## config.mk

```make
export PLATFORM = sky130hd
export DESIGN_NAME = mem_port_arbiter_flat
export DESIGN_NICKNAME = d
export VERILOG_FILES = /design/src/rtl/mem_port_arbiter_if.sv /design/src/rtl/mem_port_arbiter.sv /design/src/flat_wrapper.sv
export SDC_FILE = /design/constraint.sdc
export NUM_CORES = 1
export LEC_CHECK = 0
export ABC_AREA = 0
export BUFFER_PORTS_ARGS = -buffer_cell sky130_fd_sc_hd__buf_4
export CAP_MARGIN = 5
export CORE_MARGIN = 3
export CORE_UTILIZATION = 38
export CTS_CLUSTER_SIZE = 28
export DETAILED_ROUTE_END_ITERATION = 10
export PLACE_DENSITY = 0.8
export SLEW_MARGIN = 40
export SYNTH_ARGS = -nofsm -noshare
export SYNTH_HDL_FRONTEND = slang
export SYNTH_SLANG_ARGS = --single-unit
export TNS_END_PERCENT = 30
```

## constraint.sdc

```tcl
create_clock -name clk -period 1.45 [get_ports clk]
set_input_delay 0.2175 -clock clk [delete_from_list [all_inputs] [get_ports clk]]
set_output_delay 0.2175 -clock clk [all_outputs]
set_load 0.03 [all_outputs]
```

## src/rtl/mem_port_arbiter_if.sv

```systemverilog
// Requester, flush and memory-side signals of the data-memory port arbiter.
// The arbiter takes the slave modport; requesters and the memory take the master side.
interface mem_port_arbiter_if #(
  parameter int ADDR_W = 7,
  parameter int DATA_W = 32
);
  logic              req0, req1;
  logic              we0, we1;
  logic [ADDR_W-1:0] addr0, addr1;
  logic [DATA_W-1:0] wdata0, wdata1;
  logic              last0, last1;
  logic              gnt0, gnt1;
  logic              rvalid0, rvalid1;
  logic [DATA_W-1:0] rdata;
  logic              flush_req, flush_ack;
  logic [ADDR_W-1:0] mem_index;
  logic              mem_write;
  logic [DATA_W-1:0] mem_write_data;
  logic              mem_write_all;
  logic [DATA_W-1:0] mem_out;
  logic              busy;

  modport slave (
    input  req0, req1, we0, we1, addr0, addr1, wdata0, wdata1, last0, last1,
           flush_req, mem_out,
    output gnt0, gnt1, rvalid0, rvalid1, rdata, flush_ack,
           mem_index, mem_write, mem_write_data, mem_write_all, busy
  );

  modport master (
    output req0, req1, we0, we1, addr0, addr1, wdata0, wdata1, last0, last1,
           flush_req, mem_out,
    input  gnt0, gnt1, rvalid0, rvalid1, rdata, flush_ack,
           mem_index, mem_write, mem_write_data, mem_write_all, busy
  );
endinterface

```

## src/rtl/mem_port_arbiter.sv

```systemverilog
// Round-robin owner arbiter for the single-port data memory: grants bursts to one
// of two requesters, returns registered read data, and issues one-cycle result dumps.
module mem_port_arbiter #(
  parameter int ADDR_W = 7,
  parameter int DATA_W = 32
) (
  input  logic             clk,
  input  logic             rst,
  mem_port_arbiter_if.slave bus
);
  typedef enum logic [1:0] {IDLE, OWN0, OWN1, FLUSH} state_e;

  state_e                 state_q, state_d;
  logic                   last_srv_q, last_srv_d;
  logic                   flush_pend_q, flush_pend_d;
  logic [1:0]             rvalid_q;
  logic [DATA_W-1:0]      rdata_q;

  logic [1:0]             req, we, last, gnt, beat, rd_beat;
  logic [1:0][ADDR_W-1:0] addr;
  logic [1:0][DATA_W-1:0] wdata;
  logic                   enter_flush, flush_st;
  logic [ADDR_W-1:0]      mem_index;
  logic                   mem_write;
  logic [DATA_W-1:0]      mem_wdata;

  assign req   = {bus.req1, bus.req0};
  assign we    = {bus.we1, bus.we0};
  assign last  = {bus.last1, bus.last0};
  assign addr  = {bus.addr1, bus.addr0};
  assign wdata = {bus.wdata1, bus.wdata0};

  always_ff @(posedge clk) begin
    if (rst) begin
      state_q      <= IDLE;
      last_srv_q   <= 1'b1;
      flush_pend_q <= 1'b0;
      rvalid_q     <= '0;
      rdata_q      <= '0;
    end else begin
      state_q      <= state_d;
      last_srv_q   <= last_srv_d;
      flush_pend_q <= flush_pend_d;
      rvalid_q     <= rd_beat;
      if (|rd_beat) rdata_q <= bus.mem_out;
    end
  end

  // A pending dump always beats waiting requesters; ties go to whoever was not served last.
  always_comb begin
    state_d     = state_q;
    last_srv_d  = last_srv_q;
    enter_flush = 1'b0;
    case (state_q)
      IDLE: begin
        if (flush_pend_q) begin
          state_d     = FLUSH;
          enter_flush = 1'b1;
        end else if (&req) state_d = last_srv_q ? OWN0 : OWN1;
        else if (req[0])   state_d = OWN0;
        else if (req[1])   state_d = OWN1;
      end
      OWN0: if (!req[0] || last[0]) begin
        state_d    = IDLE;
        last_srv_d = 1'b0;
      end
      OWN1: if (!req[1] || last[1]) begin
        state_d    = IDLE;
        last_srv_d = 1'b1;
      end
      FLUSH:   state_d = IDLE;
      default: state_d = IDLE;
    endcase
    // Pulses arriving while a dump is already pending fold into that dump.
    flush_pend_d = (flush_pend_q | bus.flush_req) & ~enter_flush;
  end

  always_comb begin
    gnt      = '0;
    flush_st = 1'b0;
    case (state_q)
      OWN0:    gnt[0]   = 1'b1;
      OWN1:    gnt[1]   = 1'b1;
      FLUSH:   flush_st = 1'b1;
      default: ;
    endcase
    beat      = gnt & req;
    rd_beat   = beat & ~we;
    mem_index = '0;
    mem_write = 1'b0;
    mem_wdata = '0;
    for (int i = 0; i < 2; i++) begin
      if (beat[i]) begin
        mem_index = addr[i];
        mem_write = we[i];
        mem_wdata = wdata[i];
      end
    end
  end

  assign bus.gnt0           = gnt[0];
  assign bus.gnt1           = gnt[1];
  assign bus.rvalid0        = rvalid_q[0];
  assign bus.rvalid1        = rvalid_q[1];
  assign bus.rdata          = rdata_q;
  assign bus.flush_ack      = flush_st;
  assign bus.mem_write_all  = flush_st;
  assign bus.mem_index      = mem_index;
  assign bus.mem_write      = mem_write;
  assign bus.mem_write_data = mem_wdata;
  assign bus.busy           = (state_q != IDLE);
endmodule

```

## src/flat_wrapper.sv

```systemverilog
// flat-port wrapper written by rule: the top's interface ports become plain ports
module mem_port_arbiter_flat 
#(
  parameter int ADDR_W = 7,
  parameter int DATA_W = 32
)
  (clk, rst, bus_req0, bus_req1, bus_we0, bus_we1, bus_addr0, bus_addr1, bus_wdata0, bus_wdata1, bus_last0, bus_last1, bus_flush_req, bus_mem_out, bus_gnt0, bus_gnt1, bus_rvalid0, bus_rvalid1, bus_rdata, bus_flush_ack, bus_mem_index, bus_mem_write, bus_mem_write_data, bus_mem_write_all, bus_busy);
  mem_port_arbiter_if #(.ADDR_W(ADDR_W), .DATA_W(DATA_W)) bus_i ();
  input  logic clk;
  input  logic rst;
  input wire logic [$bits(bus_i.req0)-1:0] bus_req0;
  input wire logic [$bits(bus_i.req1)-1:0] bus_req1;
  input wire logic [$bits(bus_i.we0)-1:0] bus_we0;
  input wire logic [$bits(bus_i.we1)-1:0] bus_we1;
  input wire logic [$bits(bus_i.addr0)-1:0] bus_addr0;
  input wire logic [$bits(bus_i.addr1)-1:0] bus_addr1;
  input wire logic [$bits(bus_i.wdata0)-1:0] bus_wdata0;
  input wire logic [$bits(bus_i.wdata1)-1:0] bus_wdata1;
  input wire logic [$bits(bus_i.last0)-1:0] bus_last0;
  input wire logic [$bits(bus_i.last1)-1:0] bus_last1;
  input wire logic [$bits(bus_i.flush_req)-1:0] bus_flush_req;
  input wire logic [$bits(bus_i.mem_out)-1:0] bus_mem_out;
  output wire logic [$bits(bus_i.gnt0)-1:0] bus_gnt0;
  output wire logic [$bits(bus_i.gnt1)-1:0] bus_gnt1;
  output wire logic [$bits(bus_i.rvalid0)-1:0] bus_rvalid0;
  output wire logic [$bits(bus_i.rvalid1)-1:0] bus_rvalid1;
  output wire logic [$bits(bus_i.rdata)-1:0] bus_rdata;
  output wire logic [$bits(bus_i.flush_ack)-1:0] bus_flush_ack;
  output wire logic [$bits(bus_i.mem_index)-1:0] bus_mem_index;
  output wire logic [$bits(bus_i.mem_write)-1:0] bus_mem_write;
  output wire logic [$bits(bus_i.mem_write_data)-1:0] bus_mem_write_data;
  output wire logic [$bits(bus_i.mem_write_all)-1:0] bus_mem_write_all;
  output wire logic [$bits(bus_i.busy)-1:0] bus_busy;
  assign bus_i.req0 = bus_req0;
  assign bus_i.req1 = bus_req1;
  assign bus_i.we0 = bus_we0;
  assign bus_i.we1 = bus_we1;
  assign bus_i.addr0 = bus_addr0;
  assign bus_i.addr1 = bus_addr1;
  assign bus_i.wdata0 = bus_wdata0;
  assign bus_i.wdata1 = bus_wdata1;
  assign bus_i.last0 = bus_last0;
  assign bus_i.last1 = bus_last1;
  assign bus_i.flush_req = bus_flush_req;
  assign bus_i.mem_out = bus_mem_out;
  assign bus_gnt0 = bus_i.gnt0;
  assign bus_gnt1 = bus_i.gnt1;
  assign bus_rvalid0 = bus_i.rvalid0;
  assign bus_rvalid1 = bus_i.rvalid1;
  assign bus_rdata = bus_i.rdata;
  assign bus_flush_ack = bus_i.flush_ack;
  assign bus_mem_index = bus_i.mem_index;
  assign bus_mem_write = bus_i.mem_write;
  assign bus_mem_write_data = bus_i.mem_write_data;
  assign bus_mem_write_all = bus_i.mem_write_all;
  assign bus_busy = bus_i.busy;
  mem_port_arbiter #(.ADDR_W(ADDR_W), .DATA_W(DATA_W)) u_core (.clk(clk), .rst(rst), .bus(bus_i));
endmodule
```

# After elaboration in Yosys (flattened, before gate mapping)
# Index checks and enable logic that the tools add are counted.
[op_classes]
add_sub_neg = 0
mul = 0
div = 0
magnitude_cmp = 0
eq_ne = 6
shift = 0
n_mux = 22
bitwise = 6
n_reduce_logical = 11
[op_table]
columns = ["op", "n"]
rows = [
  ["$mux W32", 2],
  ["$mux W2", 7],
  ["$mux W7", 2],
  ["$mux W1", 9],
  ["$pmux W2 S4", 1],
  ["$reduce_and A3 Y1", 2],
  ["$ne A5 B3 Y1 const B", 1],
  ["$and A2 B2 Y2", 2],
  ["$eq A2 B2 Y1 const B", 2],
  ["$ne A2 B1 Y1 const B", 2],
  ["$reduce_bool A2 Y1", 2],
  ["$eq A2 B1 Y1 const B", 1],
  ["$logic_not A1 Y1", 2],
  ["$logic_not A2 Y1", 1],
  ["$logic_or A1 B1 Y1", 2],
  ["$not A2 Y2", 1],
  ["$pmux W1 S2", 1],
  ["$reduce_and A2 Y1", 1],
  ["$reduce_or A2 Y1", 1],
  ["$and A1 B1 Y1", 1],
  ["$not A1 Y1", 1],
  ["$or A1 B1 Y1", 1],
]
[totals]
ff_bits = 38
latch_bits = 0
ram_bits = 0
romBits = 0
output_inout_bits = 79
n_memories = 0

# Depth between registers and ports, before layout
[logic_depth]
depth_word = 5
depth_mapped = 5

# Worst setup path before layout
# Ideal clock, no wire load.
[synth_path]
kind = "register to output"
from = "reg u_core.state_q[0]"
to = "out bus_mem_index[0]"
t_arrival_ns = 1.508
setup_slack_ns = -0.275
stages_incl_launch_ff = 6
cell_sequence = "dfxtp_1 -> nor2b_4 -> and2_1 -> clkbuf_4 -> buf_8 -> a22o_1"
[synth_via]
elab_chain_cells = 5
elab_cells_between_ends = 7
cone_classes = "2 x eq/ne; 4 x mux; 1 x bitwise"
[synth_rtl]
columns = ["item", "line", "source"]
rows = [
  ["from (decl)", "mem_port_arbiter.sv:13", "state_e state_q, state_d;"],
  ["from (signal assigned)", "mem_port_arbiter.sv:41", "state_q <= state_d;"],
  ["$eq A2 B1 Y1", "mem_port_arbiter.sv:81", "case (state_q)"],
  ["$mux W1", "mem_port_arbiter.sv:81", ""],
  ["via bus_gnt0", "flat_wrapper.sv:23", "output wire logic [$bits(bus_i.gnt0)-1:0] bus_gnt0;"],
  ["$and A2 B2 Y2", "mem_port_arbiter.sv:87", "beat = gnt & req;"],
  ["$mux W7 (2 in series)", "mem_port_arbiter.sv:93", "if (beat[i]) begin"],
  ["to (decl)", "flat_wrapper.sv:29", "output wire logic [$bits(bus_i.mem_index)-1:0] bus_mem_index;"],
]
# The timed path passes the listed nets, and every way through them passes these cells.

# Worst setup path in the final report
[layout_path]
from = "reg u_core.state_q[0]"
to = "out bus_mem_write_data[22]"
[layout_via]
elab_chain_cells = 5
elab_cells_between_ends = 7
cone_classes = "2 x eq/ne; 4 x mux; 1 x bitwise"
[layout_rtl]
columns = ["item", "line", "source"]
rows = [
  ["$eq A2 B1 Y1", "mem_port_arbiter.sv:81", ""],
  ["$mux W1", "mem_port_arbiter.sv:81", ""],
  ["$and A2 B2 Y2 (*)", "mem_port_arbiter.sv:87", ""],
  ["$mux W32", "mem_port_arbiter.sv:93", ""],
  ["$mux W32 (*)", "mem_port_arbiter.sv:93", ""],
  ["to (decl)", "flat_wrapper.sv:31", "output wire logic [$bits(bus_i.mem_write_data)-1:0] bus_mem_write_data;"],
]
# Mark *: on every way between the ends. The rest lies on a longest branch, timed or not.

==> implementation parameters <==
Parameter                              Value

Clocking
  Clk Tree Root Cell    sky130_fd_sc_hd__clkbuf_8
  Latest clock arrival within the worst-skew pair    0.28 ns
  TritonCTS clock tree    yes
  Clock Sink Count    38
  Max Root-Sink Buffers    2
  Clock buffers created by TritonCTS    5
  Clock slew at the register clock pins of the worst setup and hold paths    0.07 ns
  # hold bufs at CTS    0
  H-tree Lvls    2

Route
  Detailed-route via count    2,487
  Remaining number of nets flagged by the antenna check after routing    0
  Number of design-rule violations left by the first detailed-router iteration    49
  Final routed DRC violation total    0
  Overall routed net length    9.60 mm
  Via-per-instance ratio    4.98
  Initial DRT Pass Iterations    4
  Per-cell routed wire length    19.2 um

Synth
  Post-synthesis cell type with the largest combined area    sky130_fd_sc_hd__dfxtp_1
  Area of the mapped netlist    0.00221 mm2
  Post-synth net total    338
  Cell types with the largest area share after synthesis    sky130_fd_sc_hd__dfxtp_1 (34%), sky130_fd_sc_hd__nand2b_1 (19%), sky130_fd_sc_hd__a22o_1 (16%)
  Distinct cells, synth    22
  Share of synthesized area occupied by flip-flops and latches    34.5%
  Cells after Synth    219
  Proportion of netlist area held by the largest area contributor    34.5%
  Avg Cell Area, Syn    10.1 um2
  Yosys synthesis warning count    0
  Number of register bits inferred by synthesis    38

STA
  Period utilisation layout    124%
  Min setup slack post-route    -0.351 ns
  Setup repair after global routing missed its margin    true
  Slew Limit Fails    0
  Endpoints failing hold    0
  Final hold slack    0.141 ns
  Highest achievable clock rate    555 MHz
  Worst setup skew after layout    0.00724 ns
  Final-layout setup total negative slack    -14.45 ns
  Max-slew headroom    70.3%
  Post-layout minimum cycle time    1.80 ns
  Number of endpoints failing setup at the final stage    74
  Worst-Margin Slew    0.434 ns

Placement
  Gpl congestion    0.731
  Placed Instances    475
  HPWL after detailed placement    6.07 mm
  Port bufs    197
  Worst slack at placement    -0.189 ns

Cells and area
  Total number of nets in the final design    545
  Area added between synthesis and finish    105%
  Final Non-Filler Cells    499
  Diodes inserted    0
  Area used by multi-input combinational logic    0.00168 mm2
  Storage element area    768 um2
  Fraction of final layout cells with drive strength greater than 1    65.1%
  Filler cells    333

Floorplan
  Num rows    27
  Die boundary height    82.2 um
  Floorplan core area    0.00557 mm2
  Die area    0.00676 mm2
  Starting utilization of the core area    39.6%
  Die width    82.2 um
  Number of top-level design ports    198

GRT
  Overall track demand over capacity in global routing    25.8%
  Number of global-route vias before repair    2,432
  Pin count of the biggest net entering global routing    71
  Number of antenna violations at the first check in global routing    0
  Sum of overflow across all layers after global routing    0
  First-pass GRT wire length    13.0 mm

Pwr
  Portion of total power attributed to sequential cells    32.7%
  Combinational Power Share    47.4%
  Clk network pwr share    20.0%
  Internal power contribution    2320 uW
  Overall power consumption    3500 uW
  Net load switching power    1180 uW
  Worst IR Drop VDD    0.651 mV
  Leakage power figure    0.00239 uW
  Power density over the cells    775 mW/mm2
  Sw frac    33.8%

Worst hold path
  Hold Path Origin    bus_we0
  Worst hold path type    input pin to flop

Setup path
  Launching element type of the critical path    flop
  CP arrival    1.58 ns
  Required @ worst endpoint    1.23 ns
  Maximum fanout along the worst path    10
  Launch point of the worst path    u_core.state_q[0]
  Start-to-end type of the worst setup path    flop to output port
  Launch point of the worst reg-to-reg path    u_core.state_q[0]
  Capturing element type of the critical path    output port

Job
  Max cap viols    0

Run status
  Run status    complete, but fails checks
  Violated checks    setup timing
==> timing repair <==
item                                    CTS  global route
buffers inserted                          5             3
endpoints found under the setup margin   73            76
pin swaps                                 6             4
hold endpoints to repair                  0             0
gates resized for setup                  51             4
cloned                                    8             1
==> synth_stat cells <==
master and instances:
sky130_fd_sc_hd__nand2b_1 67, sky130_fd_sc_hd__buf_8 4, sky130_fd_sc_hd__clkbuf_1 7, sky130_fd_sc_hd__a211oi_1 2, sky130_fd_sc_hd__a2111oi_0 2, sky130_fd_sc_hd__nand2_1 2, sky130_fd_sc_hd__nor2b_4 2, sky130_fd_sc_hd__a22o_1 40
sky130_fd_sc_hd__dfxtp_1 38, sky130_fd_sc_hd__nor3b_2 1, sky130_fd_sc_hd__a32oi_4 1, sky130_fd_sc_hd__a21o_1 2, sky130_fd_sc_hd__nor3b_1 1, sky130_fd_sc_hd__nor2_1 1, sky130_fd_sc_hd__buf_6 4, sky130_fd_sc_hd__nor2b_1 1
sky130_fd_sc_hd__clkbuf_4 1, sky130_fd_sc_hd__and2_1 3, sky130_fd_sc_hd__or2_2 1, sky130_fd_sc_hd__inv_1 1, sky130_fd_sc_hd__mux2i_1 33, sky130_fd_sc_hd__buf_4 5
==> worst paths after layout <==
path                                                to  cells past startpoint  slack (ns)
worst max-delay path            bus_mem_write_data[22]                      5       -0.35
worst min-delay path                u_core.rvalid_q[0]                      2        0.14
worst max register to register    u_core.bus.rdata[26]                      7       -0.06
worst min register to register    u_core.bus.rdata[23]                      2        0.48
==> critical path, cell delays in order (launching register included) <==
cell and delay (ns):
sky130_fd_sc_hd__dfxtp_4 0.34, sky130_fd_sc_hd__buf_6 0.11, sky130_fd_sc_hd__nor2b_4 0.23, sky130_fd_sc_hd__and2_4 0.32, sky130_fd_sc_hd__a22o_4 0.17, sky130_fd_sc_hd__buf_6 0.12
==> cell families (layout without fill, tap and decap cells) <==
logic type             count (synthesis)  after routing  synth area share, %
and+or+nand+nor                       79             85                 23.1
DFF                                   38             38                 34.5
AOI/OAI and AO/OA                     47             47                 19.3
muxes                                 33             33                 15.0
buffers and inverters                 22            224                 8.17
==> routing by layer <==
layer / part of all wire, % / global-route usage (%)
met5: 0 / 0
met3: 10 / 8.13
met4: 2.2 / 10.5
met1: 36 / 27.2
met2: 51 / 47.0
==> final cells by class <==
cell class	instances	share of cell area, %
sequential	38	17.0
inverter	1	0.0832
tap	72	2.00
timing repair buffer	215	41.9
clock inverter	2	0.305
clock buffer	6	1.61
multi-input combinational	165	37.1
==> per-stage QoR <==
stage	instance area [um2]	utilization (%)
floorplan	2610	-
global route	4510	81.0
detailed placement	4060	72.8
finish	4510	81.0
global placement	4060	72.8
CTS	4500	80.7
==> layout by cell type (no fill, tap or decap), drive strengths merged <==
cell type,count
dfxtp,38
a2111oi,2
mux2i,33
nor2,1
a211oi,2
buf,215
nor3b,2
a21o,2
inv,1
a32oi,1
and2,9
clkbuf,6
clkinv,2
nand2,2
a22o,40
or2,1
nor2b,3
nand2b,67
==> registers in the layout, indices dropped and copies added (netlist names) <==
signal               cells
u_core.bus.rdata        32
u_core.state_q           2
u_core.last_srv_q        1
u_core.rvalid_q          2
u_core.flush_pend_q      1
==> power by group through the flow <==
stage	Clock (uW)	Sequential (uW)	Combinational, uW
floorplan	0	1260	770
global placement	0	1160	1400
detailed placement	0	1170	1420
CTS	731	1140	1630
global route	775	1150	1730
finish	699	1140	1660
Note: power is estimated with default switching activity, not from simulation.
